--- src/rtl/serial_subtractor.sv ---
// serial_subtractor: bit-serial two's-complement subtractor, D = A - B mod 2^W.
// One full-subtractor cell and a registered borrow handle one bit per clock,
// LSB first. The block is driven by a start/busy/done handshake. Results and
// flags hold until the next operation completes.
//
// Optional feature: define SERSUB_ADD_MODE_EN to add an `op` input.
// When op is 1 the operation is A + B, and bout reports the carry-out.
module serial_subtractor #(
  parameter int W = 8
) (
  input  logic         clk,
  input  logic         rst,
  input  logic         start,
`ifdef SERSUB_ADD_MODE_EN
  input  logic         op,
`endif
  input  logic [W-1:0] a,
  input  logic [W-1:0] b,
  output logic         busy,
  output logic         done,
  output logic [W-1:0] d,
  output logic         bout,
  output logic         ovf,
  output logic         zero
);

  localparam int            CW   = (W > 1) ? $clog2(W) : 1;
  localparam logic [CW-1:0] LAST = CW'(W - 1);

  typedef enum logic [1:0] {
    S_IDLE = 2'd0,
    S_RUN  = 2'd1,
    S_DONE = 2'd2
  } state_t;

  state_t        state_q, state_d;
  logic [W-1:0]  sa_q, sb_q;     // operand shift registers, bit i at [0]
  logic [W-1:0]  res_q;          // result shift register, filled from the MSB
  logic [CW-1:0] cnt_q;          // index of the bit processed at the next edge
  logic          br_q;           // borrow (or carry in add mode) into bit i
  logic          am_q, bm_q;     // operand sign bits, kept for the overflow flag
`ifdef SERSUB_ADD_MODE_EN
  logic          op_q;
`endif

  logic          ai, bi, di, br_next, ovf_next;
  logic [W-1:0]  res_next;

  // Single arithmetic cell plus the values committed on the final bit.
  // NOTE: every always_comb output is assigned unconditionally or given a
  // default first, so no path leaves a signal unassigned and no latch appears.
  always_comb begin
    ai       = sa_q[0];
    bi       = sb_q[0];
    di       = ai ^ bi ^ br_q;
    br_next  = (~ai & bi) | (~(ai ^ bi) & br_q);
    ovf_next = (am_q != bm_q) && (di != am_q);
`ifdef SERSUB_ADD_MODE_EN
    if (op_q) begin
      br_next  = (ai & bi) | ((ai ^ bi) & br_q);
      ovf_next = (am_q == bm_q) && (di != am_q);
    end
`endif
    res_next = {di, res_q[W-1:1]};
  end

  // State register.
  // NOTE: sequential state is written with non-blocking assignments so all
  // registers update together from values sampled before the edge.
  always_ff @(posedge clk) begin
    if (rst) state_q <= S_IDLE;
    else     state_q <= state_d;
  end

  // Next-state and handshake outputs.
  always_comb begin
    state_d = state_q;
    busy    = 1'b0;
    done    = 1'b0;
    case (state_q)
      S_IDLE: if (start) state_d = S_RUN;
      S_RUN: begin
        busy = 1'b1;
        if (cnt_q == LAST) state_d = S_DONE;
      end
      S_DONE: begin
        done    = 1'b1;
        state_d = S_IDLE;
      end
      default: state_d = S_IDLE;
    endcase
  end

  // Datapath: latch operands on an accepted start, shift one bit per RUN edge,
  // and publish the result and flags on the last bit.
  // NOTE: reset clears every datapath register, including the shift registers.
  // An aborted operation therefore leaves no stale bits behind.
  always_ff @(posedge clk) begin
    if (rst) begin
      sa_q  <= '0;
      sb_q  <= '0;
      res_q <= '0;
      cnt_q <= '0;
      br_q  <= 1'b0;
      am_q  <= 1'b0;
      bm_q  <= 1'b0;
`ifdef SERSUB_ADD_MODE_EN
      op_q  <= 1'b0;
`endif
      d     <= '0;
      bout  <= 1'b0;
      ovf   <= 1'b0;
      zero  <= 1'b0;
    end else begin
      case (state_q)
        S_IDLE: begin
          if (start) begin
            sa_q  <= a;
            sb_q  <= b;
            am_q  <= a[W-1];
            bm_q  <= b[W-1];
            res_q <= '0;
            cnt_q <= '0;
            br_q  <= 1'b0;
`ifdef SERSUB_ADD_MODE_EN
            op_q  <= op;
`endif
          end
        end
        S_RUN: begin
          sa_q  <= sa_q >> 1;
          sb_q  <= sb_q >> 1;
          res_q <= res_next;
          br_q  <= br_next;
          cnt_q <= cnt_q + 1'b1;
          if (cnt_q == LAST) begin
            d    <= res_next;
            bout <= br_next;
            ovf  <= ovf_next;
            zero <= (res_next == '0);
          end
        end
        default: ;
      endcase
    end
  end

endmodule

--- config.mk ---
export PLATFORM = sky130hd
export DESIGN_NAME = serial_subtractor
export DESIGN_NICKNAME = d
export VERILOG_FILES = /design/src/rtl/serial_subtractor.sv
export SDC_FILE = /design/constraint.sdc
export NUM_CORES = 1
export LEC_CHECK = 0
export CAP_MARGIN = 30
export CORE_AREA = 3 3 74 55
export CTS_BUF_LIST = sky130_fd_sc_hd__clkbuf_8
export CTS_CLUSTER_DIAMETER = 200
export DETAILED_ROUTE_END_ITERATION = 16
export DIE_AREA = 0 0 77 58
export PLACE_DENSITY = 0.78
export REMOVE_ABC_BUFFERS = 1
export SLEW_MARGIN = 20
export SYNTH_ARGS = -nofsm -noshare
export SYNTH_HDL_FRONTEND = slang
export SYNTH_SLANG_ARGS = --single-unit
--- constraint.sdc ---
create_clock -name clk -period 1.6 [get_ports clk]
set_input_delay 0.32 -clock clk [delete_from_list [all_inputs] [get_ports clk]]
set_output_delay 0.32 -clock clk [all_outputs]
set_load 0.05 [all_outputs]
# Yosys cells after proc, flatten, opt, wreduce, memory -nomap -nowiden
# Index checks and enable logic that the tools add are counted.
word_totals:
  register_bits: 43
  input_bits: 19
  out_inout_bits: 13
  elab_cells: 50
classes:
  n_addsub: 1
  n_eq_ne: 7
  n_mux: 15
  n_bitwise: 7
  n_reduce_logical: 8
op_table:
  columns: ["op", "n"]
  rows:
  - ["case mux 8 bit (2 select lines)", 3]
  - ["2-to-1 mux 8 bit", 3]
  - ["logical NOT 8 bit", 1]
  - ["AND reduction 2 bit", 4]
  - ["case mux 3 bit (2 select lines)", 1]
  - ["2-to-1 mux 2 bit", 2]
  - ["!= test 2 bit, second input constant", 2]
  - ["case mux 2 bit (2 select lines)", 1]
  - ["adder 3 x 1 -> 3 bit, second input constant", 1]
  - ["== test 3 bit, second input constant", 1]
  - ["2-to-1 mux 1 bit", 3]
  - ["2-to-1 mux 3 bit", 1]
  - ["AND 1 bit", 2]
  - ["== test 2 x 1 -> 1 bit, second input constant", 1]
  - ["== test 2 bit, second input constant", 1]
  - ["logical NOT 2 bit", 1]
  - ["!= test 1 bit", 2]
  - ["inverter 1 bit", 2]
  - ["case mux 1 bit (2 select lines)", 1]
  - ["nonzero test 2 bit", 1]
  - ["XOR 1 bit", 2]
  - ["logical AND 1 bit", 1]
  - ["OR 1 bit", 1]

# Logic depth before layout (Yosys ltp)
# Gate-level depths: netlist of the first run.
depth:
  depth_word: 5
  depth_mapped: 6
  depth_no_buf: 5

# Worst setup path after synthesis of the first run
# OpenSTA, ideal clock, no wires.
synth_path:
  kind: "reg2out"
  start: "register state_q[1]"
  end: "output port done"
  arrival_ns: 1.275
  t_required_ns: 1.280
  setup_slack_ns: 0.005
  path_stages_with_launch: 3
  path_buffers: 1
  cell_sequence: "dfxtp_1 -> buf_2 -> nor2b_1"
synth_via:
  elab_chain_cells: 2
synth_lines:
  columns: ["item", "line_no", "rtl"]
  rows:
  - ["start, declared", "36", "state_t state_q, state_d;"]
  - ["start signal, assigned", "72", "else state_q <= state_d;"]
  - ["== test 2 bit", "80", "case (state_q)"]
  - ["2-to-1 mux 1 bit", "80", null]
  - ["end, declared", "20", "output logic done,"]
# No other way between the ends.

# Worst setup path after layout of the first run
layout_path:
  start: "register state_q[1]"
  end: "output port busy"
layout_via:
  elab_chain_cells: 2
layout_lines:
  columns: ["item", "line_no", "rtl"]
  rows:
  - ["== test 2 x 1 -> 1 bit", "80", null]
  - ["2-to-1 mux 1 bit", "80", null]
  - ["end, declared", "19", "output logic busy,"]
# No other way between the ends.

==> impl_results.md, run 1 <==
* Status: finished clean
* Initial antenna violation count at 0
* PortBufs at 31
* Vias in the first global route at 1,396
* CP top delay family: flip-flops
* Final Max Slew Viols at 0
* CTS max path bufs at 2
* Int Pwr at around 1.6 mW
* Cell Area, Synth at between 1500 and 2000 um^2
* Synth Area per Inst at about 9 um^2
* Total net switching power at 0.574 mW
* Final instance area at around 2300 um^2
* First-pass GRT wire length at 6500 um
* Via Count at about 1,500
* Area grow syn2layout at 26.7%
* Antenna diode count at 0
* Final setup fails at 0
* CP Max Fanout at 11
* Async SR Flop Fraction at 0%
* Seq/Total Area, Yosys at 45.5%
* Worst-path clk slew at 0.09 ns
* Flop pwr share at a little over half
* Dominant cell type by area after synthesis: dfxtp_1
* Yosys cell types at 32
* Power consumption at between 2 and 2.5 mW
* Post-synth top area share at between 40% and 50%
* Endpoint class of the critical path: output port
* Combinational share of power at 14.6%
* WL/cell at about 13 um
* Die Y at a little under 60 um
* Fraction of layout cells with a size suffix above 1 at 22.7%
* Final-layout fill cell count at 291
* Final-report hold violation count at 0
* Hold WC Path Type: flip-flop to flip-flop
* Hold Crit Endpoint: d[6]$_SDFFE_PP0P_
* DRC violations left at 0
* WL final at 3800 um
* Clock Latency Late Sink at about 0.30 ns
* Final non-filler cell total at approximately 300
* Top FF cell, synth: dfxtp_1
* Hold-critical path depth at 2
* Initial Utilization at 53.7%
* Register bit count reported by yosys at 42
* Die width at 77 um
* Leak Pwr at 0.905 nW
* Pre-CTS WS at -0.0767 ns
* Cell Area, Placed at 2230 um^2
* Worst Max-Slew Pin Slew at 0.327 ns
* Tmin final at 1.53 ns
* Post-CTS Setup Repair Bufs at 0
* Worst Skew at about 0.0065 ns
* Global placement routability congestion at around 0.75
* Starting DRT DRC Count at 99
* Core area at 3450 um^2
* Maximum clock frequency at 655 MHz
* Flop-to-flop setup slack at 0.14 ns
* Crit Path Class: flip-flop to output port
* TNS Setup at 0 ns
* Peak supply drop at 473 uV
* TritonCTS Buffers at 5
* Slew HR at between 70% and 80%
* Worst reg2reg path endpoint: ovf$_SDFFE_PP0P_
* Ys Warns at 0
* GRT Total Usage at roughly 18%
* Pre-antenna DRT Iters at 4
* Clock root buffer: clkbuf_8
* Worst R2R Path Depth at 5
* Post-route ant nets at 0
* Largest net degree at the start of global routing at 35
* Worst EP arrival at 1.21 ns
* Fin worst setup slack at roughly 0.074 ns
* Clk network pwr share at 32.9%
* Max-Cap Viols at 0
* Hpwl dp at 2490 um
* Final #Nets at between 200 and 300
* RSZ-0062 raised after global routing: no
* GR Overflow Total at 0
* Cells along the critical path: nand2b_2, clkinv_4, buf_12
* Top-count cell post-synth: dfxtp_1
* Max incr delay on CP at 0.40 ns
* Crit path buf inv count at 2
* Req. time, crit path at 1.28 ns
* Placed cells at between 200 and 300
* Worst path slowest cell: dfxtp_4
* Sink Count at 42
* Die footprint at around 4500 um^2
* Critical Path Source Type: flip-flop
* Routed vias/inst at slightly above 5
* Synth top area cells: dfxtp_1 (45%), a21oi_1 (7.3%), a211oi_2 (6.8%)
* Gate count after technology mapping at 208
* Row Count at 18
* Fin crit share at 95.3%
* Commonest cells post-synth: dfxtp_1 (42), nand2_1 (32), nor2_1 (31), a21oi_1 (27), a211oi_2 (10)
* R2R Path Start: sa_q[0]$_SDFFE_PP0P_
* H-tree Lvls at 2
* Switching Fraction at 27.0%
* Hold Path Origin: d[6]$_SDFFE_PP0P_
* Pwr/cell area at 909 nW/um^2
* EDFF count, synth at 0
* CTS tree: yes
* Io pins at 32
## final cells by class
type	instances	area, um^2	share of cell area (%)
clock inverter	3	25.0	1.07
timing repair buffer	42	423	18.0
inverter	7	31.3	1.33
multi-input combinational	142	882	37.6
tap	50	62.6	2.67
timing repair inverter	1	5.00	0.214
sequential	42	846	36.1
clock buffer	5	68.8	2.94
## per-layer routing
metal  part of all wire, %  vias up  GRT usage [%]
met3                   4.6        2           4.66
li1                      -      782              -
met2                    45       34           27.3
met1                    50      691           25.6
met5                     0        -              0
met4                  0.37        0           6.09
## kinds of logic (layout without fill, tap and decap cells)
logic type,Yosys count,count (layout),synth area share [%]
compound gates,58,58,24.3
simple gates,77,77,18.0
fa+ha+maj,4,4,3.52
mux,3,3,1.62
buf+inv,24,58,7.10
flops,42,42,45.5
## timing repair
| item | in CTS | in global routing |
|---|---|---|
| endpoints found under the hold margin | 0 | 0 |
| hold buffers | 0 | 0 |
| gates cloned | 0 | 1 |
| gates resized for setup | 2 | 5 |
| endpoints found under the setup margin | 1 | 2 |
## metrics by stage
step                util (%)  hold slack (ns)
CTS                     67.6            0.461
finish                  68.0            0.457
detailed placement      64.8            0.448
global placement        64.8            0.446
global route            68.0            0.479
floorplan                  -            0.385
## flip-flops by register name (all words and copies together) (netlist names)
signal,count
state_q,2
br_q,1
bm_q,1
am_q,1
bout,1
sa_q,8
d,8
res_q,7
zero,1
sb_q,8
cnt_q,3
ovf,1
## worst min-delay path, stage by stage (launching register included)
cell	delay, ns
dfxtp_1	0.31
nand2_1	0.05
a21oi_1	0.05
## power groups by stage
stage	Clock, mW	Sequential, mW	Combinational, mW
final	0.700	1.12	0.312
after global routing	0.776	1.13	0.341
after CTS	0.720	1.12	0.310
after detailed placement	0	1.14	0.305
after global placement	0	1.14	0.300
after floorplan	0	1.14	0.166
## cells in the final DEF (no fill, tap or decap), drive strengths merged, types with 2 or more instances in the layout
cell type      netlist  layout
dfxtp               42      42
nand2               32      32
nor2                31      31
a21oi               27      27
buf                 12      24
clkdlybuf4s50        0      18
a211oi              12      12
a22oi                8       8
inv                  7       7
clkbuf               5       5
nor2b                4       4
mux2i                3       3
clkinv               0       3
o221a                2       2
nand3b               2       2
nor4                 2       2
o22ai                2       2
a2bb2oi              2       2
a221oi               2       2
ha                   2       2
fa                   2       2
## worst max path at each step
stage / end / slack (ns) / cells after the start / start
global route: busy / 0.01 / 3 / state_q[1]$_SDFFE_PP0P_
finish: busy / 0.07 / 3 / state_q[1]$_SDFFE_PP0P_
floorplan: sa_q[0]$_SDFFE_PP0P_ / -0.06 / 4 / state_q[0]$_SDFFE_PP0P_
CTS: busy / 0.01 / 3 / state_q[1]$_SDFFE_PP0P_
global placement: sa_q[4]$_SDFFE_PP0P_ / -0.01 / 4 / start
detailed placement: sa_q[4]$_SDFFE_PP0P_ / -0.08 / 4 / start
No activity file was read; power rests on OpenSTA's default activity.
==> inputs of run 2 (changes only) <==
--- a/config.mk
+++ b/config.mk
@@ -13,7 +13,6 @@
 export DIE_AREA = 0 0 77 58
 export PLACE_DENSITY = 0.78
 export REMOVE_ABC_BUFFERS = 1
-export SLEW_MARGIN = 20
 export SYNTH_ARGS = -nofsm -noshare
 export SYNTH_HDL_FRONTEND = slang
 export SYNTH_SLANG_ARGS = --single-unit
==> results of run 2 <==
No change in the layout: final DEF, timing and power equal those of run 1.
